`src/rtl/gray_counter_n.sv`:
```
// gray_counter_n: up/down Gray/binary counter with load, clear, optional saturation,
// a one-cycle wrap pulse and sticky overflow/underflow flags.
module gray_counter_n #(
    parameter int WIDTH    = 4,
    parameter bit SATURATE = 1'b0
) (
    input  logic             Clk,
    input  logic             Reset_n,
    input  logic             En,
    input  logic             Up,
    input  logic             Clr,
    input  logic             Load,
    input  logic [WIDTH-1:0] Load_Value,
    input  logic             Clear_Flags,
    output logic [WIDTH-1:0] Gray,
    output logic [WIDTH-1:0] Binary,
    output logic             Wrap,
    output logic             Overflow,
    output logic             Underflow
);
    localparam logic [WIDTH-1:0] MAX = '1;
    logic [WIDTH-1:0] bin_q, bin_d, gray_q, gray_d;
    logic             wrap_q, wrap_d, ovf_q, ovf_d, unf_q, unf_d;
    logic             cnt, up_end, dn_end;
    always_comb begin
        cnt    = En & ~Clr & ~Load;
        up_end = cnt & Up & (bin_q == MAX);
        dn_end = cnt & ~Up & (bin_q == '0);
        bin_d  = Clr ? '0 :
                 Load ? Load_Value :
                 (SATURATE && (up_end || dn_end)) ? bin_q :
                 !En ? bin_q :
                 Up ? bin_q + 1'b1 : bin_q - 1'b1;
        // Gray is registered from next-B so it never glitches through a decoder
        gray_d = bin_d ^ (bin_d >> 1);
        wrap_d = !SATURATE && (up_end || dn_end);
        ovf_d  = up_end | (ovf_q & ~Clear_Flags);
        unf_d  = dn_end | (unf_q & ~Clear_Flags);
    end
    always_ff @(posedge Clk or negedge Reset_n) begin
        if (!Reset_n) begin
            bin_q  <= '0;
            gray_q <= '0;
            wrap_q <= 1'b0;
            ovf_q  <= 1'b0;
            unf_q  <= 1'b0;
        end else begin
            bin_q  <= bin_d;
            gray_q <= gray_d;
            wrap_q <= wrap_d;
            ovf_q  <= ovf_d;
            unf_q  <= unf_d;
        end
    end
    assign Gray      = gray_q;
    assign Binary    = bin_q;
    assign Wrap      = wrap_q;
    assign Overflow  = ovf_q;
    assign Underflow = unf_q;
endmodule

```
`config.mk`:
```
export PLATFORM = sky130hd
export DESIGN_NAME = gray_counter_n
export DESIGN_NICKNAME = d
export VERILOG_FILES = /design/src/rtl/gray_counter_n.sv
export SDC_FILE = /design/constraint.sdc
export NUM_CORES = 1
export LEC_CHECK = 0
export CORE_UTILIZATION = 45
export DETAILED_ROUTE_END_ITERATION = 8
export PLACE_DENSITY = 0.8
export SLEW_MARGIN = 0
export SYNTH_ARGS = -nofsm -noshare
export SYNTH_HDL_FRONTEND = slang
export SYNTH_SLANG_ARGS = --single-unit
```
`constraint.sdc`:
```
create_clock -name Clk -period 2.6 [get_ports Clk]
set_input_delay 0.39 -clock Clk [delete_from_list [all_inputs] [get_ports Clk]]
set_output_delay 0.39 -clock Clk [all_outputs]
set_load 0.02 [all_outputs]
```
* Yosys cells after proc, flatten, opt, wreduce, memory -nomap -nowiden *
Cells that the tools add are included.

storage, ports and cells
  bits in registers = 11
  bits of input ports = 11
  output and inout bits = 11
  word-level logic and storage cells = 29

operators by class
  $add $sub $neg = 2
  equality and inequality tests = 1
  muxes and demuxes = 4
  bitwise logic cells = 15
  reductions and logical operators = 2

operator list
  kind                 number
  $mux 4               4
  $and 1x1->1          8
  $add 4x1->4 const B  1
  $eq 4x4->1 const B   1
  $logic_not 4->1      1
  $not 1->1            4
  $sub 4x1->4 const B  1
  $xor 4x3->4          1
  $or 1x1->1           2
  $logic_or 1x1->1     1

* Longest topological paths before layout *
Gate-level depths: netlist (run 1).

  depth in word-level cells = 6
  gate-level depth with buffers = 6
  gate-level depth less buffers = 6

* Worst setup path after synthesis (run 1) *
No wires, ideal clock.

  path type = flip-flop to flip-flop
  from = reg bin_q[0], in the netlist Binary[0]
  to = reg gray_q[2], in the netlist Gray[2]
  library setup time = 125 ps
  arrival time = 1,795 ps
  required time = 2,475 ps
  slack = 680 ps
  cell stages (with the launch flop) = 7
  buffers on the path = 0
  clock period less this slack = 1,920 ps
  path through = dfrtp_1 -> inv_1 -> fa_1 -> xnor2_1 -> a211oi_1 -> nor3_1 -> mux2_4

on the way
  word-level cells in the longest chain between the ends = 6
  elaborated cells between the ends (all ways) = 7
  classes of those cells = add/sub: 2; mux: 4; bitwise: 1

RTL lines
  what                                        line  source
  start: declaration                          22    logic [WIDTH-1:0] bin_q, bin_d, gray_q, gray_d;
  start signal: assignment                    48    bin_q <= bin_d;
  $sub 4x1->4 or $add 4x1->4 (tied branches)  33    Up ? bin_q + 1'b1 : bin_q - 1'b1;
  $mux 4 (*)                                  33
  $mux 4 (*)                                  32    !En ? bin_q :
  $mux 4 (*)                                  30    Load ? Load_Value :
  $mux 4 (*)                                  29    bin_d = Clr ? '0 :
  net bin_d[2]                                22
  $xor 4x3->4 (*)                             35    gray_d = bin_d ^ (bin_d >> 1);
  net gray_d[2]                               22
  end signal: assignment                      49    gray_q <= gray_d;
  end: declaration                            22

The timed path passes the listed nets; every way through them passes the cells marked *.

* Worst setup path in the final report (run 1) *
  from = in Up
  to = reg gray_q[2], in the netlist Gray[2]

on the way
  word-level cells in the longest chain between the ends = 5

RTL lines
  what                line  source
  start: declaration  10    input logic Up,
  $mux 4              33
  $mux 4              32
  $mux 4              30
  $mux 4              29
  $xor 4x3->4         35
  net gray_d[2]       22

The timed path passes the listed nets, and every way through them passes these cells.

==> results by group, run 1 <==
Status
  • Status: finished, final reports clean

Worst setup path
  • CP peak stage delay: 610 ps
  • Crit path from: Up
  • Reg-to-reg startpoint: Binary[0]
  • Critical Path End: Gray[2]
  • Worst Path Required: 2740 ps
  • FF-to-FF path depth: 6
  • Slowest-stage cell, CP: clkdlybuf4s50_1
  • R2R setup slack: 650 ps
  • CP arrival: 2350 ps
  • Critical path type: input port to flip-flop
  • Worst R2R End: Gray[2]
  • Crit Path Max Fanout: 7
  • CP startpoint kind: input port
  • CP Cell Sequence: clkdlybuf4s50_1 -> inv_1 -> ha_1 -> a21o_1 -> a221o_1 -> nand3_2 -> mux2_4
  • Worst setup EP type: flip-flop

Clocking
  • Hold_buf cts: 0
  • Clk sinks: 10
  • Clk root buf: clkbuf_4
  • Clock Path Buffers: 2
  • Num CTS Buffers: 3
  • Clk_lat worst skew: 260 ps
  • Post-CTS Resized: 0
  • H-tree depth: 1
  • CTS clk-pin slew, worst paths: 70 ps
  • Setup repair bufs after CTS: 0
  • CTS tree: built

Synthesis
  • Post-Syn Nets: 73
  • Largest family of logic cells by synthesized area: simple AND/OR/NAND/NOR gates
  • Post-Synthesis Cells: 59
  • Synth Area in Simple Gates: 0.184
  • Xor and xnor area share after synthesis: 0.0574
  • Synthesis-stage register bit count: 10
  • Seq/Total Area, Yosys: 0.410
  • Post-synthesis mux area share: 0.0574
  • Cell Area, Synth: 611 um^2
  • Synthesized-area fraction occupied by adder cells: 0.0738
  • Post-Syn Area per Cell: 10.3 um^2
  • Yosys cell types: 35
  • Yosys warns: 0
  • Complex-gate fraction of the synthesized area: 0.143

Route
  • # DRC: 0
  • Via Count: 520
  • Routed WL: 1250 um
  • First-pass DRT Iterations: 3
  • DR WL/cell: 12.8 um
  • Via density: 5.36
  • Antenna Nets Post-Route: 0
  • Initial DRC count: 2

Layout
  • Commonest cells after routing, fill and taps aside: clkdlybuf4s50_1, dfrtp_1, inv_1
  • Final Instance Count excl. Fillers: 97
  • Commonest non-fill, non-tap cell in the layout: clkdlybuf4s50_1
  • Antenna cells: 0
  • Design Area, Final: 871 um^2
  • Share of layout cells above drive strength 1: 0.120
  • Area grow syn2layout: 42.6%
  • Fin nets: 98
  • Number of fill cells: 91

Placement
  • IO buf count: 21
  • DP Area: 835 um^2
  • Post-placement cell count: 93
  • Routability cong.: 0.863
  • DP Worst Slack: 117 ps

Timing
  • Final worst path period share: 0.851
  • Final setup skew: 4.00 ps
  • Final setup vio count: 0
  • Post-layout minimum cycle time: 2210 ps
  • RSZ-0062 raised after global routing: false
  • Hold Vio Cnt, Final: 0
  • Setup_tns: 0 ps
  • Worst-margin pin slew: 421 ps
  • Final hold slack: 431 ps
  • Max Clock Freq: 452 MHz
  • Pins Over Slew Limit: 0
  • Worst slew margin: 0.719
  • Post-layout worst setup margin: 388 ps

Global routing
  • Vias in the first global route: 458
  • Gr usage total: 0.200
  • First-pass GRT wire length: 1950 um
  • GR Overflow Total: 0
  • Largest net degree at the start of global routing: 12
  • Initial antenna violation count: 0

Power
  • PD cells: 520 nW/um^2
  • Leakage: 0.390 nW
  • Worst vdd ir: 0.208 mV

Floorplan
  • Core Rows: 12
  • Die ar.: 1510 um^2
  • Core box area: 1190 um^2
  • Die Ht: 38.8 um
  • Initial Utilization: 0.515
  • I/O pins: 22
  • Die W: 38.8 um

Flow run
  • Max-Cap Viols: 0

Worst hold path
  • Min-delay worst type: input port to async pin
==> kinds of logic (layout without fill, tap and decap cells) <==
kind of cell    after synthesis  count (layout)
compound gates               12              12
buf+inv                      10              34
flops                        10              10
fa+ha+maj                     3               3
xor+xnor                      4               4
mux                           3               3
simple gates                 17              17
==> worst max-delay path: cells and delay by family <==
family / cells / cell delay [ps]
compound gates: 2 / 530
mux: 1 / 290
simple gates: 1 / 90
fa+ha+maj: 1 / 320
buf+inv: 2 / 730
==> cell usage after synthesis (all sizes together) <==
cell	instances	area (um^2)
a211oi	1	7.51
a21o	1	7.51
a21oi	2	10.0
a221o	1	10.0
a22oi	1	7.51
a31oi	1	6.26
and2b	1	7.51
and3	1	6.26
buf	2	15.0
clkbuf	1	3.75
dfrtp	10	250
fa	1	20.0
ha	2	25.0
inv	7	26.3
mux2	1	15.0
mux2i	2	20.0
nand2	1	3.75
nand2b	1	6.26
nand3	3	20.0
nand3b	1	7.51
nor2	2	7.51
nor2b	1	6.26
nor3	1	5.00
nor3b	1	7.51
nor4	1	6.26
nor4bb	1	10.0
o211ai	1	7.51
o21ba	1	10.0
o22ai	2	12.5
o2bb2ai	1	8.76
or3b	1	8.76
or4b	1	10.0
xnor2	3	26.3
xor2	1	8.76
==> metrics by stage <==
step,util,power (mW)
floorplan,-,0.260
global placement,0.704,0.319
detailed placement,0.704,0.322
CTS,0.734,0.459
global route,0.734,0.482
finish,0.734,0.453
==> where the power goes <==
part	internal (mW)	switching, mW	leakage, nW	total, mW
logic	0.0726	0.0643	0.238	0.137
clock network	0.0848	0.0498	0.0210	0.135
registers	0.169	0.0122	0.131	0.182
total	0.327	0.126	0.390	0.453
==> flip-flops by register name (all words and copies together) (netlist names) <==
signal / count
Binary: 4
Gray: 3
Overflow: 1
Underflow: 1
Wrap: 1
==> metal layers <==
metal | global-route usage | vias to the layer above | routed length [um]
li1 | - | 259 | -
met1 | 0.234 | 243 | 554
met2 | 0.329 | 16 | 630
met3 | 0.0173 | 2 | 38
met4 | 0.155 | 0 | 23
met5 | 0 | - | 0
==> worst min path at each step <==
stage / startpoint / slack, ps / to
6_report: Reset_n / 430 / Overflow
5_1_grt: Reset_n / 450 / Overflow
4_1_cts: Reset_n / 440 / Binary[3]
3_5_place_dp: Underflow / 520 / Underflow
3_3_place_gp: Underflow / 520 / Underflow
2_1_floorplan: Reset_n / 90 / Binary[0]
==> area by class of cell <==
| cell class | instances | area, um^2 | area share |
|---|---|---|---|
| clock buffer | 4 | 36.3 | 0.0417 |
| inverter | 7 | 26.3 | 0.0302 |
| multi-input combinational | 39 | 315 | 0.362 |
| sequential | 10 | 250 | 0.287 |
| timing repair buffer | 23 | 225 | 0.259 |
| tap | 14 | 17.5 | 0.0201 |
No activity file was read; power rests on OpenSTA's default activity.
==> inputs of run 2 (changes only) <==
CTS_BUF_LIST = sky130_fd_sc_hd__clkbuf_4   (was default)
PLACE_DENSITY = 0.81   (was 0.8)
clock period = 2.3 ns   (was 2.6 ns; I/O delays follow)
==> run 2 against run 1 <==
  * Critical path depth stayed put
  * Utilization is 0.74 points higher
  * Power is 6.3% higher
  * Global-route usage is 2.8 points higher
  * Clock-buffer cell count is 1 lower
  * Clock skew is 3.5 ps higher
  * Die area stayed put
  * Register-to-register slack worse by 200 ps
  * Non-clock buffer count is 3 higher
  * Critical endpoint unchanged
  * Largest power group unchanged
==> results by group, run 2 (synthesis results as in run 1) <==
Worst setup path
  • CP arrival: 2300 ps (was 2350 ps)
  • Critical path type: input port to flip-flop (unchanged)
  • Worst setup EP type: flip-flop (unchanged)
  • Crit Path Max Fanout: 7 (unchanged)
  • Slowest-stage cell, CP: clkdlybuf4s50_1 (unchanged)
  • Worst Path Required: 2440 ps (was 2740 ps)
  • CP startpoint kind: input port (unchanged)
  • CP Cell Sequence: clkdlybuf4s50_1 -> inv_1 -> ha_1 -> a21o_1 -> a221o_1 -> nand3_2 -> mux2_4 (unchanged)
  • CP peak stage delay: 590 ps (was 610 ps)

Worst hold path
  • Min-delay worst type: input port to async pin (unchanged)

Timing
  • Pins Over Slew Limit: 0 (unchanged)
  • Final setup vio count: 0 (unchanged)
  • Final hold slack: 388 ps (was 431 ps)
  • Max Clock Freq: 463 MHz
  • Hold Vio Cnt, Final: 0 (unchanged)
  • Final worst path period share: 0.940
  • Worst slew margin: 0.717 (was 0.719)
  • Final setup skew: 7.55 ps (was 4.00 ps)
  • RSZ-0062 raised after global routing: false (unchanged)
  • Worst-margin pin slew: 423 ps (was 421 ps)
  • Post-layout minimum cycle time: 2160 ps

Layout
  • Share of layout cells above drive strength 1: 0.141 (was 0.120)
  • Fin nets: 101 (was 98)
  • Commonest non-fill, non-tap cell in the layout: clkdlybuf4s50_1 (unchanged)
  • Antenna cells: 0 (unchanged)
  • Area grow syn2layout: 44.1% (was 42.6%)
  • Number of flip-flops in the largest register: 4 (unchanged)
  • Design Area, Final: 880 um^2 (was 871 um^2)
  • Commonest cells after routing, fill and taps aside: clkdlybuf4s50_1, dfrtp_1, inv_1 (unchanged)

Status
  • Status: finished, final reports clean (unchanged)

Route
  • Via density: 5.39 (was 5.36)
  • # DRC: 0 (unchanged)
  • DR WL/cell: 13.9 um (was 12.8 um)
  • Routed WL: 1380 um (was 1250 um)
  • Initial DRC count: 2 (unchanged)
  • Via Count: 534 (was 520)
  • Antenna Nets Post-Route: 0 (unchanged)
  • First-pass DRT Iterations: 2 (was 3)

Power
  • Logic pwr share: 0.339 (was 0.302)
  • Leakage: 0.398 nW (was 0.390 nW)
  • P_int: 339 uW (was 327 uW)
  • PD cells: 547 nW/um^2 (was 520 nW/um^2)
  • Sequential Power Share: 0.424 (was 0.401)
  • Power share of the clock group: 0.236 (was 0.297)
  • Switch Pwr: 143 uW (was 126 uW)
  • Total power: 482 uW (was 453 uW)
  • Sw Ratio: 0.297 (was 0.279)
  • Worst vdd ir: 0.211 mV (was 0.208 mV)

Placement
  • DP Area: 857 um^2 (was 835 um^2)
  • IO buf count: 21 (unchanged)
  • Routability cong.: 0.763 (was 0.863)
  • Placed wire-length estimate: 1090 um

Global routing
  • Vias in the first global route: 513 (was 458)
  • GR Overflow Total: 0 (unchanged)
  • Largest net degree at the start of global routing: 12 (unchanged)
  • Gr usage total: 0.228 (was 0.200)
  • First-pass GRT wire length: 2230 um (was 1950 um)
  • Initial antenna violation count: 0 (unchanged)

Clocking
  • Clock Path Buffers: 2 (unchanged)
  • CTS tree: built (unchanged)
  • Hold_buf cts: 0 (unchanged)
  • H-tree depth: 1 (unchanged)
  • Clk sinks: 10 (unchanged)
  • Post-CTS Resized: 0 (unchanged)
  • Clk_lat worst skew: 260 ps (about the same)
  • Setup repair bufs after CTS: 0 (unchanged)
  • Clk root buf: clkbuf_4 (unchanged)
  • Num CTS Buffers: 3 (unchanged)
  • CTS clk-pin slew, worst paths: 60 ps (was 70 ps)

Floorplan
  • Die Ht: 38.8 um (unchanged)
  • Core box area: 1190 um^2 (unchanged)
  • Initial Utilization: 0.515 (unchanged)
  • Die ar.: 1510 um^2 (unchanged)
  • I/O pins: 22 (unchanged)
  • Core Rows: 12 (unchanged)
  • Die W: 38.8 um (unchanged)

Flow run
  • Max-Cap Viols: 0 (unchanged)
## run 2: cell types whose count changed in the layout (fill, tap and decap cells not counted), sizes merged
| cell | before | now |
|---|---|---|
| buf | 2 | 5 |
| clkbuf | 4 | 3 |
## run 2: through the flow
stage / utilization / instances / worst slack [ps] / TNS (ps)
after floorplan: - / 59 / 380 / 0
after global placement: 0.723 / 96 / -77.1 / -94.9
after detailed placement: 0.723 / 96 / -120 / -179
after CTS: 0.742 / 99 / 144 / 0
after global routing: 0.742 / 99 / 52.6 / 0
final: 0.742 / 99 / 138 / 0
## run 2: worst paths after layout
| path | slack (ps) | cells after the start | to | from |
|---|---|---|---|---|
| setup reg to reg | 450 | 7 | Gray[1] | Binary[1] |
| max in group asynchronous | 1610 | 1 | Gray[1] | Reset_n |
| hold / removal | 390 | 1 | Gray[0] | Reset_n |
| hold reg to reg | 550 | 2 | Overflow | Overflow |
| min in group Clk | 550 | 2 | Overflow | Overflow |
| setup / recovery | 140 | 7 | Gray[2] | Up |
## run 2: area by class of cell
type / count / area, um^2
Clock buffer: 3 / 22.5
Fill cell: 93 / 307
Inverter: 7 / 26.3
Multi-Input combinational cell: 39 / 315
Sequential cell: 10 / 250
Tap cell: 14 / 17.5
Timing Repair Buffer: 26 / 248
## run 2: layer usage
layer / global-route usage / routed length [um]
met1: 0.249 / 573
met2: 0.408 / 766
met3: 0.0231 / 36
met4: 0.147 / 0
met5: 0 / 0
## run 2: power groups by stage
stage          clock, mW  sequential, mW  combinational, mW
4_1_cts            0.114           0.205              0.164
3_3_place_gp           0           0.206              0.160
6_report           0.114           0.204              0.163
3_5_place_dp           0           0.208              0.164
5_1_grt            0.126           0.207              0.177
2_1_floorplan          0           0.226             0.0683
## run 2: worst max-delay path, delay by kind of cell
| family | cells | cell delay (ps) |
|---|---|---|
| buffers and inverters | 2 | 710 |
| adders and majority gates | 1 | 320 |
| AOI/OAI and AO/OA | 2 | 540 |
| muxes | 1 | 290 |
| and+or+nand+nor | 1 | 90 |
==> inputs of run 3 (changes only) <==
MAX_ROUTING_LAYER = met4   (was default)
==> run 3 against run 2 <==
  * Setup slack did not move
  * Sequential cell count did not move
  * Register-to-register slack barely moved
  * Worst hold slack did not move
  * Routed wire length fell by 0.29%
  * Maximum frequency did not move
  * Global-route usage rose by 0.56 points
  * Via count did not move
  * Non-clock buffer count did not move
  * Die area did not move
==> results by group, run 3 (synthesis results as in run 1) <==
Worst setup path
  • CP startpoint kind: input port (unchanged)
  • Critical Path End: Gray[2] (unchanged)
  • Worst setup EP type: flip-flop (unchanged)
  • Critical path type: input port to flip-flop (unchanged)
  • Reg-to-reg startpoint: Binary[1] (unchanged)
  • FF-to-FF path depth: 7 (unchanged)
  • Worst R2R End: Gray[1] (unchanged)
  • Worst Path Required: 2440 ps (about the same)
  • Crit path from: Up (unchanged)
  • R2R setup slack: 450 ps (about the same)
  • Crit Path Max Fanout: 7 (unchanged)
  • CP arrival: 2300 ps (about the same)

Global routing
  • Vias in the first global route: 513 (unchanged)
  • GR Overflow Total: 0 (unchanged)
  • First-pass GRT wire length: 2230 um (unchanged)
  • Initial antenna violation count: 0 (unchanged)
  • Gr usage total: 0.233 (was 0.228)
  • Largest net degree at the start of global routing: 12 (unchanged)

Timing
  • Max Clock Freq: 463 MHz (unchanged)
  • Final setup skew: 7.55 ps (unchanged)
  • Final setup vio count: 0 (unchanged)
  • Final worst path period share: 0.940 (unchanged)
  • Worst-margin pin slew: 423 ps (unchanged)
  • RSZ-0062 raised after global routing: false (unchanged)
  • Final hold slack: 388 ps (unchanged)
  • Hold Vio Cnt, Final: 0 (unchanged)
  • Post-layout minimum cycle time: 2160 ps (unchanged)
  • Worst slew margin: 0.717 (unchanged)
  • Pins Over Slew Limit: 0 (unchanged)

Layout
  • Commonest cells after routing, fill and taps aside: clkdlybuf4s50_1, dfrtp_1, inv_1 (unchanged)
  • Antenna cells: 0 (unchanged)
  • Commonest non-fill, non-tap cell in the layout: clkdlybuf4s50_1 (unchanged)
  • Final Instance Count excl. Fillers: 99 (unchanged)
  • Area grow syn2layout: 44.1% (unchanged)
  • Design Area, Final: 880 um^2 (unchanged)
  • Number of fill cells: 93 (unchanged)
  • Final Util: 0.742 (unchanged)
  • Area of the multi-input gates: 315 um^2 (unchanged)
  • Fin nets: 101 (unchanged)
  • Number of flip-flops in the largest register: 4 (unchanged)
  • Share of layout cells above drive strength 1: 0.141 (unchanged)
  • Register area: 250 um^2 (unchanged)

Power
  • Worst vdd ir: 0.211 mV (about the same)
  • Leakage: 0.398 nW (unchanged)
  • PD cells: 547 nW/um^2 (about the same)
  • Total power: 482 uW (about the same)

Placement
  • Placed wire-length estimate: 1090 um (unchanged)
  • IO buf count: 21 (unchanged)
  • Post-placement cell count: 96 (unchanged)
  • DP Area: 857 um^2 (unchanged)
  • Routability cong.: 0.773 (was 0.763)

Floorplan
  • I/O pins: 22 (unchanged)
  • Die ar.: 1510 um^2 (unchanged)
  • Core Rows: 12 (unchanged)
  • Initial Utilization: 0.515 (unchanged)
  • Die W: 38.8 um (unchanged)
  • Die Ht: 38.8 um (unchanged)
  • Core box area: 1190 um^2 (unchanged)

Route
  • Via density: 5.39 (unchanged)
  • # DRC: 0 (unchanged)
  • DR WL/cell: 13.9 um (about the same)
  • Routed WL: 1370 um (was 1380 um)
  • Initial DRC count: 2 (unchanged)
  • Via Count: 534 (unchanged)
  • First-pass DRT Iterations: 2 (unchanged)
  • Antenna Nets Post-Route: 0 (unchanged)

Clocking
  • CTS clk-pin slew, worst paths: 60 ps (about the same)
  • Hold_buf cts: 0 (unchanged)
  • Clk sinks: 10 (unchanged)
  • Clock Path Buffers: 2 (unchanged)
  • Post-CTS Resized: 0 (unchanged)
  • Num CTS Buffers: 3 (unchanged)
  • Setup repair bufs after CTS: 0 (unchanged)
  • Clk_lat worst skew: 260 ps (about the same)
  • H-tree depth: 1 (unchanged)
  • CTS tree: built (unchanged)
  • Clk root buf: clkbuf_4 (unchanged)

Flow run
  • Max-Cap Viols: 0 (unchanged)

Worst hold path
  • Min-delay worst type: input port to async pin (unchanged)

Status
  • Status: finished, final reports clean (unchanged)
## run 3: worst min path at each step
stage | cells past startpoint | startpoint | slack [ps] | to
detailed placement | 2 | Overflow | 550 | Overflow
CTS | 1 | Reset_n | 400 | Gray[0]
global placement | 2 | Underflow | 520 | Underflow
finish | 1 | Reset_n | 390 | Gray[0]
global route | 1 | Reset_n | 410 | Overflow
floorplan | 0 | Reset_n | 50 | Binary[0]
## run 3: worst max-delay path, stage by stage
cell             delay (ps)
clkdlybuf4s50_1         590
inv_1                   120
ha_1                    320
a21o_1                  170
a221o_1                 370
nand3_2                  90
mux2_4                  290
## run 3: where the power goes
part | internal (mW) | total (mW) | switching, mW
sequential | 0.192 | 0.204 | 0.0129
clock | 0.0601 | 0.114 | 0.0537
combinational | 0.0871 | 0.163 | 0.0764
total | 0.339 | 0.482 | 0.143
## run 3: per-layer routing
metal  global-route usage  up-vias  part of all wire
met4                0.147        0                 0
li1                     -      262                 -
met2                0.408       13              0.56
met3               0.0231        0             0.026
met5                    -        -                 0
met1                0.249      259              0.42
## run 3: layout make-up
class / instances / share of cell area
Multi-Input combinational cell: 39 / 0.358
Timing Repair Buffer: 26 / 0.282
Inverter: 7 / 0.0299
Clock buffer: 3 / 0.0256
Sequential cell: 10 / 0.284
Tap cell: 14 / 0.0199
## run 3: metrics by stage
step,TNS [ps],setup slack [ps]
5_1_grt,0,52.6
4_1_cts,0,144
2_1_floorplan,0,380
3_5_place_dp,-179,-120
3_3_place_gp,-94.9,-77.1
6_report,0,138
